File: src/rtl/earth_pkg.sv
// -----------------------------------------------------------------------------
// earth_pkg
// Shared constants for the FP16 x INT4 multiplier sharing logic.
//   FP16_W        : width of an FP16 operand/result
//   INT4_W        : width of a signed INT4 operand
//   DEF_NUM_REQ   : default number of requesters sharing the multiplier
//   DEF_MAX_OUTST : default number of operations allowed in flight
// -----------------------------------------------------------------------------
package earth_pkg;

    localparam int FP16_W        = 16;
    localparam int INT4_W        = 4;
    localparam int DEF_NUM_REQ   = 4;
    localparam int DEF_MAX_OUTST = 4;

endpackage : earth_pkg

File: src/rtl/fp16_int4_mul_arb_tag_fifo.sv
// -----------------------------------------------------------------------------
// tag_fifo
// In-order FIFO of requester IDs, one entry per operation in flight.
// The head is presented combinationally so the return path can steer the
// current multiplier result without an extra cycle.
// Ports:
//   clk, rst_n       : clock, synchronous active-low reset (clears pointers)
//   push, push_data  : write one ID (ignored while full)
//   pop              : drop the head entry (ignored while empty)
//   head             : current head entry
//   full, empty      : occupancy flags
//   count            : number of valid entries, 0..DEPTH
// -----------------------------------------------------------------------------
module tag_fifo #(
    parameter  int DEPTH = 4,
    parameter  int W     = 2,
    localparam int CNT_W = $clog2(DEPTH + 1),
    localparam int PTR_W = $clog2(DEPTH)
) (
    input  logic             clk,
    input  logic             rst_n,
    input  logic             push,
    input  logic [W-1:0]     push_data,
    input  logic             pop,
    output logic [W-1:0]     head,
    output logic             full,
    output logic             empty,
    output logic [CNT_W-1:0] count
);

    logic [W-1:0]     mem_q [DEPTH];
    logic [PTR_W-1:0] wr_q, wr_d;
    logic [PTR_W-1:0] rd_q, rd_d;
    logic [CNT_W-1:0] cnt_q, cnt_d;
    logic             do_push, do_pop;

    // Pointers wrap at DEPTH explicitly so non power-of-two depths work.
    function automatic logic [PTR_W-1:0] ptr_inc(input logic [PTR_W-1:0] p);
        return (p == PTR_W'(DEPTH - 1)) ? '0 : p + 1'b1;
    endfunction

    assign full  = (cnt_q == CNT_W'(DEPTH));
    assign empty = (cnt_q == '0);
    assign count = cnt_q;
    assign head  = mem_q[rd_q];

    // A push while full is refused even if a pop happens in the same cycle.
    assign do_push = push & ~full;
    assign do_pop  = pop & ~empty;

    always_comb begin
        wr_d  = wr_q;
        rd_d  = rd_q;
        cnt_d = cnt_q;
        if (do_push) wr_d = ptr_inc(wr_q);
        if (do_pop)  rd_d = ptr_inc(rd_q);
        case ({do_push, do_pop})
            2'b10:   cnt_d = cnt_q + 1'b1;
            2'b01:   cnt_d = cnt_q - 1'b1;
            default: cnt_d = cnt_q;
        endcase
    end

    always_ff @(posedge clk) begin
        if (!rst_n) begin
            wr_q  <= '0;
            rd_q  <= '0;
            cnt_q <= '0;
        end else begin
            wr_q  <= wr_d;
            rd_q  <= rd_d;
            cnt_q <= cnt_d;
        end
    end

    always_ff @(posedge clk) begin
        if (do_push) mem_q[wr_q] <= push_data;
    end

endmodule : tag_fifo

File: src/rtl/fp16_int4_mul_arb.sv
// -----------------------------------------------------------------------------
// fp16_int4_mul_arb
// Shares one FP16 x INT4 multiplier pipeline between NUM_REQ requesters.
// Issue side: round-robin arbiter with a grant lock that holds the selected
// requester while the multiplier stalls an offered operation. Every issued
// operation records its requester ID in an in-order tag FIFO; results are
// steered back to the head-of-FIFO requester.
// Ports:
//   clk, rst_n                      : clock, synchronous active-low reset
//   req_valid/req_ready             : per-requester operand handshake
//   req_fp16/req_int4               : packed operands, requester i at slice i
//   mul_in_valid/ready/fp16/int4    : issue interface to the multiplier
//   mul_out_valid/ready/fp16        : result interface from the multiplier
//   rsp_valid/rsp_ready             : per-requester result handshake
//   rsp_fp16                        : result data, broadcast
//   busy                            : operations in flight
//   err_orphan                      : sticky, result arrived with no tag
// -----------------------------------------------------------------------------
module fp16_int4_mul_arb
    import earth_pkg::*;
#(
    parameter  int NUM_REQ   = DEF_NUM_REQ,
    parameter  int MAX_OUTST = DEF_MAX_OUTST,
    localparam int ID_W      = $clog2(NUM_REQ)
) (
    input  logic                        clk,
    input  logic                        rst_n,
    input  logic [NUM_REQ-1:0]          req_valid,
    output logic [NUM_REQ-1:0]          req_ready,
    input  logic [FP16_W*NUM_REQ-1:0]   req_fp16,
    input  logic [INT4_W*NUM_REQ-1:0]   req_int4,
    output logic                        mul_in_valid,
    input  logic                        mul_in_ready,
    output logic [FP16_W-1:0]           mul_in_fp16,
    output logic [INT4_W-1:0]           mul_in_int4,
    input  logic                        mul_out_valid,
    output logic                        mul_out_ready,
    input  logic [FP16_W-1:0]           mul_out_fp16,
    output logic [NUM_REQ-1:0]          rsp_valid,
    input  logic [NUM_REQ-1:0]          rsp_ready,
    output logic [FP16_W-1:0]           rsp_fp16,
    output logic                        busy,
    output logic                        err_orphan
);

    localparam int              CNT_W     = $clog2(MAX_OUTST + 1);
    localparam logic [ID_W:0]   NUM_REQ_X = (ID_W + 1)'(NUM_REQ);

    logic [ID_W-1:0]    rr_q, rr_d;
    logic               lock_q, lock_d;
    logic [ID_W-1:0]    lock_id_q, lock_id_d;
    logic               orphan_q, orphan_d;

    logic [ID_W-1:0]    rot_idx [NUM_REQ];
    logic               arb_found;
    logic [ID_W-1:0]    arb_gnt;
    logic [ID_W-1:0]    gnt;
    logic               gnt_valid;
    logic [NUM_REQ-1:0] gnt_oh;
    logic               any_valid;
    logic               can_issue;
    logic               issue_hs;

    logic               fifo_full, fifo_empty;
    logic [CNT_W-1:0]   fifo_count;
    logic [ID_W-1:0]    head;
    logic [NUM_REQ-1:0] head_oh;
    logic               has_tag;
    logic               pop;

    // Search order: rot_idx[k] = (rr_q + k) mod NUM_REQ.
    for (genvar gi = 0; gi < NUM_REQ; gi++) begin : g_rot
        logic [ID_W:0] sum;
        assign sum         = {1'b0, rr_q} + (ID_W + 1)'(gi);
        assign rot_idx[gi] = (sum >= NUM_REQ_X) ? ID_W'(sum - NUM_REQ_X) : ID_W'(sum);
    end

    always_comb begin
        arb_found = 1'b0;
        arb_gnt   = '0;
        for (int k = 0; k < NUM_REQ; k++) begin
            if (!arb_found && req_valid[rot_idx[k]]) begin
                arb_found = 1'b1;
                arb_gnt   = rot_idx[k];
            end
        end
    end

    // An offered-but-stalled operation keeps its requester until accepted,
    // so the multiplier never sees operands change under mul_in_valid.
    assign gnt       = lock_q ? lock_id_q : arb_gnt;
    assign gnt_valid = rst_n & (lock_q | arb_found);
    assign gnt_oh    = NUM_REQ'(1) << gnt;
    assign any_valid = |req_valid;

    // Outputs are forced to the cleared state while reset is asserted.
    assign mul_in_valid = rst_n & any_valid & ~fifo_full;
    assign can_issue    = rst_n & mul_in_ready & ~fifo_full;
    assign issue_hs     = mul_in_valid & mul_in_ready;
    assign req_ready    = (can_issue & gnt_valid) ? gnt_oh : '0;
    assign mul_in_fp16  = gnt_valid ? req_fp16[gnt*FP16_W +: FP16_W] : '0;
    assign mul_in_int4  = gnt_valid ? req_int4[gnt*INT4_W +: INT4_W] : '0;

    always_comb begin
        rr_d      = rr_q;
        lock_d    = 1'b0;
        lock_id_d = lock_id_q;
        if (issue_hs) begin
            rr_d = (gnt == ID_W'(NUM_REQ - 1)) ? '0 : gnt + 1'b1;
        end else if (mul_in_valid) begin
            lock_d    = 1'b1;
            lock_id_d = gnt;
        end
    end

    // Return path: the head tag names the owner of the current result.
    assign has_tag       = rst_n & ~fifo_empty;
    assign head_oh       = NUM_REQ'(1) << head;
    assign rsp_valid     = (mul_out_valid & has_tag) ? head_oh : '0;
    assign mul_out_ready = has_tag & rsp_ready[head];
    assign rsp_fp16      = mul_out_fp16;
    assign pop           = mul_out_valid & mul_out_ready;
    assign busy          = rst_n & (fifo_count != '0);

    assign orphan_d   = orphan_q | (mul_out_valid & fifo_empty);
    assign err_orphan = orphan_q;

    always_ff @(posedge clk) begin
        if (!rst_n) begin
            rr_q      <= '0;
            lock_q    <= 1'b0;
            lock_id_q <= '0;
            orphan_q  <= 1'b0;
        end else begin
            rr_q      <= rr_d;
            lock_q    <= lock_d;
            lock_id_q <= lock_id_d;
            orphan_q  <= orphan_d;
        end
    end

    tag_fifo #(
        .DEPTH (MAX_OUTST),
        .W     (ID_W)
    ) u_tag_fifo (
        .clk       (clk),
        .rst_n     (rst_n),
        .push      (issue_hs),
        .push_data (gnt),
        .pop       (pop),
        .head      (head),
        .full      (fifo_full),
        .empty     (fifo_empty),
        .count     (fifo_count)
    );

endmodule : fp16_int4_mul_arb

File: config.mk
export PLATFORM = sky130hd
export DESIGN_NAME = fp16_int4_mul_arb
export DESIGN_NICKNAME = d
export VERILOG_FILES = /design/src/rtl/earth_pkg.sv /design/src/rtl/fp16_int4_mul_arb_tag_fifo.sv /design/src/rtl/fp16_int4_mul_arb.sv
export SDC_FILE = /design/constraint.sdc
export NUM_CORES = 1
export LEC_CHECK = 0
export ABC_AREA = 1
export CAP_MARGIN = 15
export CORE_AREA = 2 2 85 87
export CTS_CLUSTER_SIZE = 28
export DETAILED_ROUTE_END_ITERATION = 6
export DIE_AREA = 0 0 87 89
export PLACE_DENSITY = 0.81
export SLEW_MARGIN = 10
export SYNTH_ARGS = -nofsm -noshare
export SYNTH_HDL_FRONTEND = slang
export SYNTH_SLANG_ARGS = --single-unit
File: constraint.sdc
create_clock -name clk -period 3.9 [get_ports clk]
set_clock_uncertainty 0.15 [all_clocks]
set_input_delay 1.17 -clock clk [delete_from_list [all_inputs] [get_ports clk]]
set_output_delay 1.17 -clock clk [all_outputs]
set_load 0.005 [all_outputs]
==> results of run 1 <==
metrics by stage:
stage,utilization,instance area (um^2),TNS [ns],cells,hold slack (ns)
after detailed placement,0.575,3860,-21.99,641,0.299
after global routing,0.767,5150,-7.12,679,0.341
final,0.767,5150,-5.63,679,0.316
after global placement,0.575,3860,-20.44,641,0.289
after floorplan,-,2540,0,450,0.297
after CTS,0.685,4600,-3.38,676,0.311
final timing paths:
path	start	endpoint
setup / recovery	req_valid[3]	mul_in_fp16[7]
hold / removal	err_orphan$_SDFF_PN0_	err_orphan$_SDFF_PN0_
setup reg to reg	register	u_tag_fifo.count[2]$_SDFFE_PN0P_
hold reg to reg	err_orphan$_SDFF_PN0_	err_orphan$_SDFF_PN0_
kinds of logic (layout without fill, tap and decap cells):
kind of cell    after synthesis  count (layout)  share of synthesized area
simple gates                250             250                      0.417
buf+inv                     121             270                      0.220
compound gates               45              45                     0.0927
flops                        23              23                      0.213
fa+ha+maj                    11              11                     0.0572
routing by layer:
metal  up-vias  track usage  share of wire
met4         0       0.0696          0.049
met2       208        0.480           0.52
met1      1610        0.282           0.36
met5         -            0              0
li1       1688            -              -
met3        54       0.0240          0.075
final cells by class:
class / count / area, um^2
fill: 444 / 1570
tap: 80 / 100
clock inverter: 1 / 5.00
sequential: 23 / 542
clock buffer: 3 / 41.3
timing repair buffer: 181 / 1970
multi-input combinational: 306 / 2120
inverter: 85 / 374
where the power goes:
part	switching [mW]	total [mW]	internal, mW
Combinational	0.584	1.22	0.631
Clock	0.0755	0.147	0.0712
Sequential	0.0174	0.285	0.268
placed cells by master (no fill, tap or decap), types with 6 or more instances in the layout:
| cell | netlist | final |
|---|---|---|
| a21oi_1 | 29 | 11 |
| a21oi_2 | 0 | 18 |
| buf_12 | 0 | 6 |
| buf_16 | 0 | 10 |
| buf_2 | 5 | 24 |
| buf_4 | 21 | 24 |
| buf_6 | 2 | 8 |
| buf_8 | 0 | 11 |
| clkdlybuf4s50_1 | 0 | 93 |
| dfxtp_1 | 15 | 14 |
| edfxtp_1 | 8 | 8 |
| ha_1 | 10 | 6 |
| inv_1 | 80 | 70 |
| inv_2 | 4 | 7 |
| nand2_1 | 139 | 93 |
| nand2_2 | 3 | 33 |
| nand2_4 | 1 | 15 |
| nand3_1 | 71 | 21 |
| nand3_2 | 1 | 41 |
| nand3_4 | 0 | 10 |
| nor2_1 | 30 | 28 |
| o21ai_0 | 11 | 9 |
synth_stat cells:
library cell and instances:
a211oi_1 1, a21oi_1 29, a31oi_1 1, buf_2 5, buf_4 21, buf_6 2
clkbuf_1 8, dfxtp_1 15, edfxtp_1 8, fa_1 1, ha_1 10, inv_1 80
inv_2 4, inv_6 1, nand2_1 139, nand2_2 3, nand2_4 1, nand3_1 71
nand3_2 1, nand4_1 2, nor2_1 30, nor2_2 1, nor3_1 2, o211ai_1 1
o21a_1 1, o21ai_0 11, o22ai_1 1
registers in the layout, summed over array words and instances (netlist names), named ones only:
name,count
u_tag_fifo.mem_q,8
u_tag_fifo.count,3
lock_id_q,2
rr_q,2
u_tag_fifo.rd_q,2
u_tag_fifo.wr_q,2
err_orphan,1
lock_q,1
critical path, cell delays in order:
cell and delay [ns]:
buf_8 0.11, inv_8 0.06, nand2_8 0.05, nand3_4 0.12, nand2_4 0.08, buf_6 0.12
nor2_4 0.16, nand3_2 0.10, nand2_1 0.08, inv_2 0.06, nand2_4 0.09, nand2_8 0.09
clkinv_8 0.09, buf_12 0.13, nand2_2 0.09, a21oi_2 0.11, buf_2 0.13
timing repair:
action / 4_1_cts / 5_1_grt
gates resized for setup: 224 / 124
endpoints found under the setup margin: 30 / 24
gates cloned: 11 / 3
pin swaps: 50 / 68
buffers inserted: 22 / 4
==> summary.md, run 1 <==
### Clock network
* **clk sink count** 23
* **buffer levels on the longest clock path** 2
* **TritonCTS clock tree** built
* **depth of the CTS H-tree** 1
* **Clk Tree Root Cell** clkbuf_8
* **clock latency on the worst-skew pair** 0.26 ns
* **number of CTS-inserted buffers** 3
* **Worst-path clk slew** 0.08 ns
* **CTS Hold Buffers Added** 0

### Floorplan
* **Vert. Die Dim** 89 um
* **I/O pin cnt** 156
* **std cell rows** 30
* **floorplan die area** 7740 um^2
* **total core area** 6720 um^2
* **die width** 87 um
* **Initial Util** 0.378

### Routing
* **vias per cell** 5.24
* **detailed-route via count** 3560
* **number of nets with antenna violations after detailed routing** 0
* **Post-route DRC** 0
* **average routed wire per standard cell** 16.4 um
* **violation count after the first detailed-routing iteration** 318
* **number of detailed-route iterations in the first pass** 5
* **routed wire length** 11100 um

### Pwr
* **worst-case vdd ir drop** 0.000161 V
* **cell area power density** 320 nW/um^2
* **total power after layout** 1.65 mW
* **standby leakage power** 2.49 nW

### Synth
* **synthesized area per cell** 5.64 um^2
* **net count after synthesis** 569
* **Unique masters post-synth** 27
* **library cell occupying the most area in the post-synthesis netlist** nand2_1
* **post-synthesis register bit count** 23
* **Mapped Cells** 450
* **number of warnings reported in the yosys synthesis log** 0
* **sequential cell area fraction in the yosys report** 0.213
* **top post-synthesis cells by area** nand2_1, nand3_1, dfxtp_1
* **Mapped Area** 2540 um^2
* **Synth top area share** 0.206

### Finish
* **P&R area growth vs syn** 103%
* **number of inserted diodes** 0
* **net count reported at finish** 719
* **layout cells sized above 1** 0.391

### Worst setup path
* **Max Fanout on Critical Path** 10
* **WP data arrival** 2.85 ns
* **type of the setup path with the least slack** in -> out
* **Crit path required time** 2.58 ns
* **number of cell instances on the worst register-to-register path** 18
* **setup slack, reg-to-reg** 1.16 ns
* **startpoint types** input pin
* **capturing element type of the critical path** output port

### Global route
* **initial antenna violation count** 0
* **Total Routing Usage GR** 0.246
* **via count of the first global-routing pass** 3316
* **pin count of the biggest net entering global routing** 41
* **first-pass GRT wire length** 15200 um
* **total grt overflow** 0

### Timing
* **number of endpoints failing setup at the final stage** 24
* **Worst slew margin** 0.593
* **number of hold violations in the final report** 0
* **RSZ-0062 raised after global routing** yes
* **Max Transition Viols Final** 0
* **final critical path time including I/O delays and setup** 4.17 ns
* **least setup slack across all paths after layout** -0.271 ns
* **portion of the clock cycle consumed by the worst path in the final layout** 1.07
* **highest clock frequency the design can meet** 0.240 GHz
* **Least-Margin Pin Slew** 0.611 ns

### Run
* **count of maximum capacitance violations** 0

### Place
* **half-perimeter wire length after placement** 6370 um
* **worst-case setup slack after placement** -0.924 ns
* **I/O Buffers** 123
* **routability-driven placement congestion ratio** 0.830

### Run status
* **run status** complete, but fails checks
* **violated checks** negative setup slack

### Hold path
* **Hold Crit Depth** 2
* **class of the tightest hold or removal check** reg -> reg

(Power assumes the default switching activity.)
==> run 2: changes to the inputs <==
Settings changed: ABC_AREA 1 to not set, CORE_AREA 2 2 85 87 to 2 2 72 91, DIE_AREA 0 0 87 89 to 0 0 74 93, PLACE_DENSITY 0.81 to 0.8.
==> run 2 against run 1 <==
The run still ends with negative setup slack left. Largest power group unchanged. Critical path type unchanged. Largest cell class is now buffers. Cell area shrank 25%. Sequential share of layout area rose by 3.4 points. Total power fell by 45%. Hold slack improved by 0.0099 ns. First-iteration DRC count shrank 81%. Final cell count shrank 32%. Global-route usage decreased by 3.9 points.
==> summary.md, run 2 <==
### Clock network
* **clk sink count** 23, unchanged
* **Worst-path clk slew** 0.08 ns, about the same
* **depth of the CTS H-tree** 1, unchanged
* **buffer levels on the longest clock path** 2, unchanged
* **CTS Hold Buffers Added** 0, unchanged
* **TritonCTS clock tree** built
* **clock latency on the worst-skew pair** 0.26 ns, about the same
* **Clk Tree Root Cell** clkbuf_8
* **number of CTS-inserted buffers** 3, unchanged

### Routing
* **routed wire length** 7170 um, -36%
* **number of nets with antenna violations after detailed routing** 0, unchanged
* **average routed wire per standard cell** 15.6 um, -5.2%
* **number of detailed-route iterations in the first pass** 5, unchanged
* **vias per cell** 4.89, -6.8%
* **detailed-route via count** 2253, -37%
* **Post-route DRC** 0, unchanged
* **violation count after the first detailed-routing iteration** 62, -81%

### Pwr
* **portion of total power attributed to the clock network** 0.155, +0.066
* **worst-case vdd ir drop** 0.000147 V, -8.3%
* **part of the total power dissipated in sequential elements** 0.301, +0.128
* **switching component of the power** 0.267 mW, -61%
* **internal power** 0.643 mW, -34%
* **standby leakage power** 1.67 nW, -33%
* **Comb power frac** 0.544, -0.194
* **cell area power density** 235 nW/um^2, -27%
* **net switching share of the total power** 0.294, -0.118

### Timing
* **least setup slack across all paths after layout** -0.210 ns, +0.0608 ns
* **number of endpoints failing setup at the final stage** 24, unchanged
* **number of hold violations in the final report** 0, unchanged
* **Least-Margin Pin Slew** 0.431 ns, -0.180 ns
* **portion of the clock cycle consumed by the worst path in the final layout** 1.05, -0.0156
* **Max Transition Viols Final** 0, unchanged
* **final critical path time including I/O delays and setup** 4.11 ns, -0.0608 ns
* **RSZ-0062 raised after global routing** yes
* **Hold Worst Slack** 0.326 ns, +0.00995 ns
* **highest clock frequency the design can meet** 0.243 GHz, +1.5%
* **sum of negative setup slack** -2.83 ns, +2.81 ns
* **Worst slew margin** 0.710, +0.118

### Global route
* **total grt overflow** 0, unchanged
* **Total Routing Usage GR** 0.206, -0.0395
* **via count of the first global-routing pass** 2374, -28%
* **first-pass GRT wire length** 11000 um, -28%
* **pin count of the biggest net entering global routing** 16, -61%
* **initial antenna violation count** 1, +1

### Finish
* **register with the most flip-flops** u_tag_fifo.mem_q
* **most used cells in the layout excluding fill and tap cells** clkdlybuf4s50_1, mux2i_1, buf_6, buf_4, buf_2
* **number of flip-flops in the largest register** 8, unchanged
* **net count reported at finish** 495, -31%
* **most common library cell in the layout ignoring fill and taps** clkdlybuf4s50_1
* **FILL cells** 483, +8.8%
* **P&R area growth vs syn** 95.4%
* **layout cells sized above 1** 0.341, -0.0493

### Worst setup path
* **WP data arrival** 2.79 ns, -0.06 ns
* **capturing element type of the critical path** output port
* **type of the setup path with the least slack** in -> out
* **setup slack, reg-to-reg** 0.91 ns, -0.25 ns
* **Crit path required time** 2.58 ns, about the same
* **Max Fanout on Critical Path** 4, -6
* **startpoint types** input pin

### Synth
* **mux contribution to synthesized area** 0.244, +0.244
* **post-synthesis register bit count** 23, unchanged
* **number of warnings reported in the yosys synthesis log** 0, unchanged
* **library cell occupying the most area in the post-synthesis netlist** mux2i_1
* **post-synthesis simple-gate area fraction** 0.132, -0.285
* **post-synthesis share of cell area spent on full adders, half adders and majority gates** 0.0731, +0.0159
* **main combinational cell family by area after synthesis** multiplexers
* **synthesized area per cell** 9.19 um^2, +63%
* **net count after synthesis** 335, -41%
* **top post-synthesis cells by area** mux2i_1, dfxtp_1, edfxtp_1
* **number of enable-type register cells in the synthesized netlist** 8, unchanged
* **Mapped Cells** 216, -52%
* **area fraction in compound gates after synthesis** 0.138, +0.0453
* **Synth top area share** 0.222, +0.0163
* **leading cell types by count after synthesis** mux2i_1, o22ai_1, buf_4, nor2_1, dfxtp_1
* **post-synthesis async set-or-reset flop share** 0, unchanged
* **Unique masters post-synth** 39, +44%
* **commonest register cell after synthesis** dfxtp_1
* **Mapped Area** 1990 um^2, -22%
* **top-count cell post-synth** mux2i_1
* **synthesized-area fraction occupied by xor and xnor cells** 0.00882, +0.00882
* **sequential cell area fraction in the yosys report** 0.272, +0.0593

### Floorplan
* **die width** 74 um, -15%
* **total core area** 6050 um^2, -10%
* **I/O pin cnt** 156, unchanged
* **floorplan die area** 6880 um^2, -11%
* **Initial Util** 0.328, -0.0494
* **std cell rows** 32, +6.7%
* **Vert. Die Dim** 93 um, +4.5%

### Run
* **count of maximum capacitance violations** 0, unchanged

### Run status
* **run status** complete, but fails checks
* **violated checks** negative setup slack

### Place
* **half-perimeter wire length after placement** 5280 um, -17%
* **routability-driven placement congestion ratio** 0.809, -2.5%
* **I/O Buffers** 123, unchanged

### Hold path
* **class of the tightest hold or removal check** reg -> reg

run 2: worst paths after layout:
kind,start,to,cells after the start
setup / recovery,req_valid[3],mul_in_fp16[6],12
hold / removal,err_orphan$_SDFF_PN0_,err_orphan$_SDFF_PN0_,2
setup reg to reg,register,u_tag_fifo.count[2]$_SDFFE_PN0P_,11
hold reg to reg,err_orphan$_SDFF_PN0_,err_orphan$_SDFF_PN0_,2
run 2: logic make-up after synthesis:
| logic type | Yosys count |
|---|---|
| XOR/XNOR | 2 |
| buffers and inverters | 42 |
| adder cells (fa/ha/maj) | 11 |
| multiplexers | 46 |
| flip-flops | 23 |
| AO/OA/AOI/OAI | 41 |
| AND/OR/NAND/NOR | 51 |
run 2: what timing repair did:
item	CTS	global route
pin swaps	24	10
endpoints found under the setup margin	31	27
setup buffers	29	4
cloned	2	0
gates resized for setup	184	15
run 2: final cells by class:
class / count / area (um^2) / area share
timing repair buffer: 182 / 1740 / 0.447
multi-input combinational: 151 / 1390 / 0.359
sequential: 23 / 541 / 0.139
tap: 85 / 106 / 0.0274
inverter: 15 / 58.8 / 0.0152
clock buffer: 4 / 45.0 / 0.0116
antenna: 1 / 2.50 / 0.000645
run 2: per-layer routing:
layer	GRT usage	vias up	share of wire
li1	-	1086	-
met1	0.221	1045	0.36
met2	0.396	112	0.54
met3	0.0496	10	0.089
met4	0.0439	0	0.017
met5	0	-	0
run 2: metrics by stage:
step | util | power [mW] | setup slack (ns) | cell area, um^2 | cells
detailed placement | 0.551 | 0.660 | -0.917 | 3330 | 422
floorplan | - | 0.461 | 0.0733 | 1990 | 216
global placement | 0.551 | 0.654 | -0.862 | 3330 | 422
CTS | 0.624 | 0.889 | -0.145 | 3770 | 456
global route | 0.641 | 0.956 | -0.287 | 3880 | 460
finish | 0.642 | 0.911 | -0.210 | 3880 | 461
run 2: power groups by stage:
stage | clock [mW] | sequential [mW] | combinational [mW]
floorplan | 0 | 0.275 | 0.186
global placement | 0 | 0.277 | 0.377
detailed placement | 0 | 0.278 | 0.383
CTS | 0.142 | 0.274 | 0.473
global route | 0.148 | 0.276 | 0.533
finish | 0.141 | 0.274 | 0.495
run 2: critical path: stages:
cell	delay, ns
buf_8	0.10
buf_6	0.11
buf_6	0.11
a211oi_4	0.22
buf_4	0.15
o211ai_1	0.07
a21o_1	0.22
buf_6	0.14
buf_6	0.12
buf_6	0.11
o22ai_2	0.14
buf_2	0.14
==> run 3: changes to the inputs <==
Settings changed: SLEW_MARGIN 10 to 20.
==> results of run 3 <==
Same layout as run 2: the final DEF is identical, and so are final timing and power.
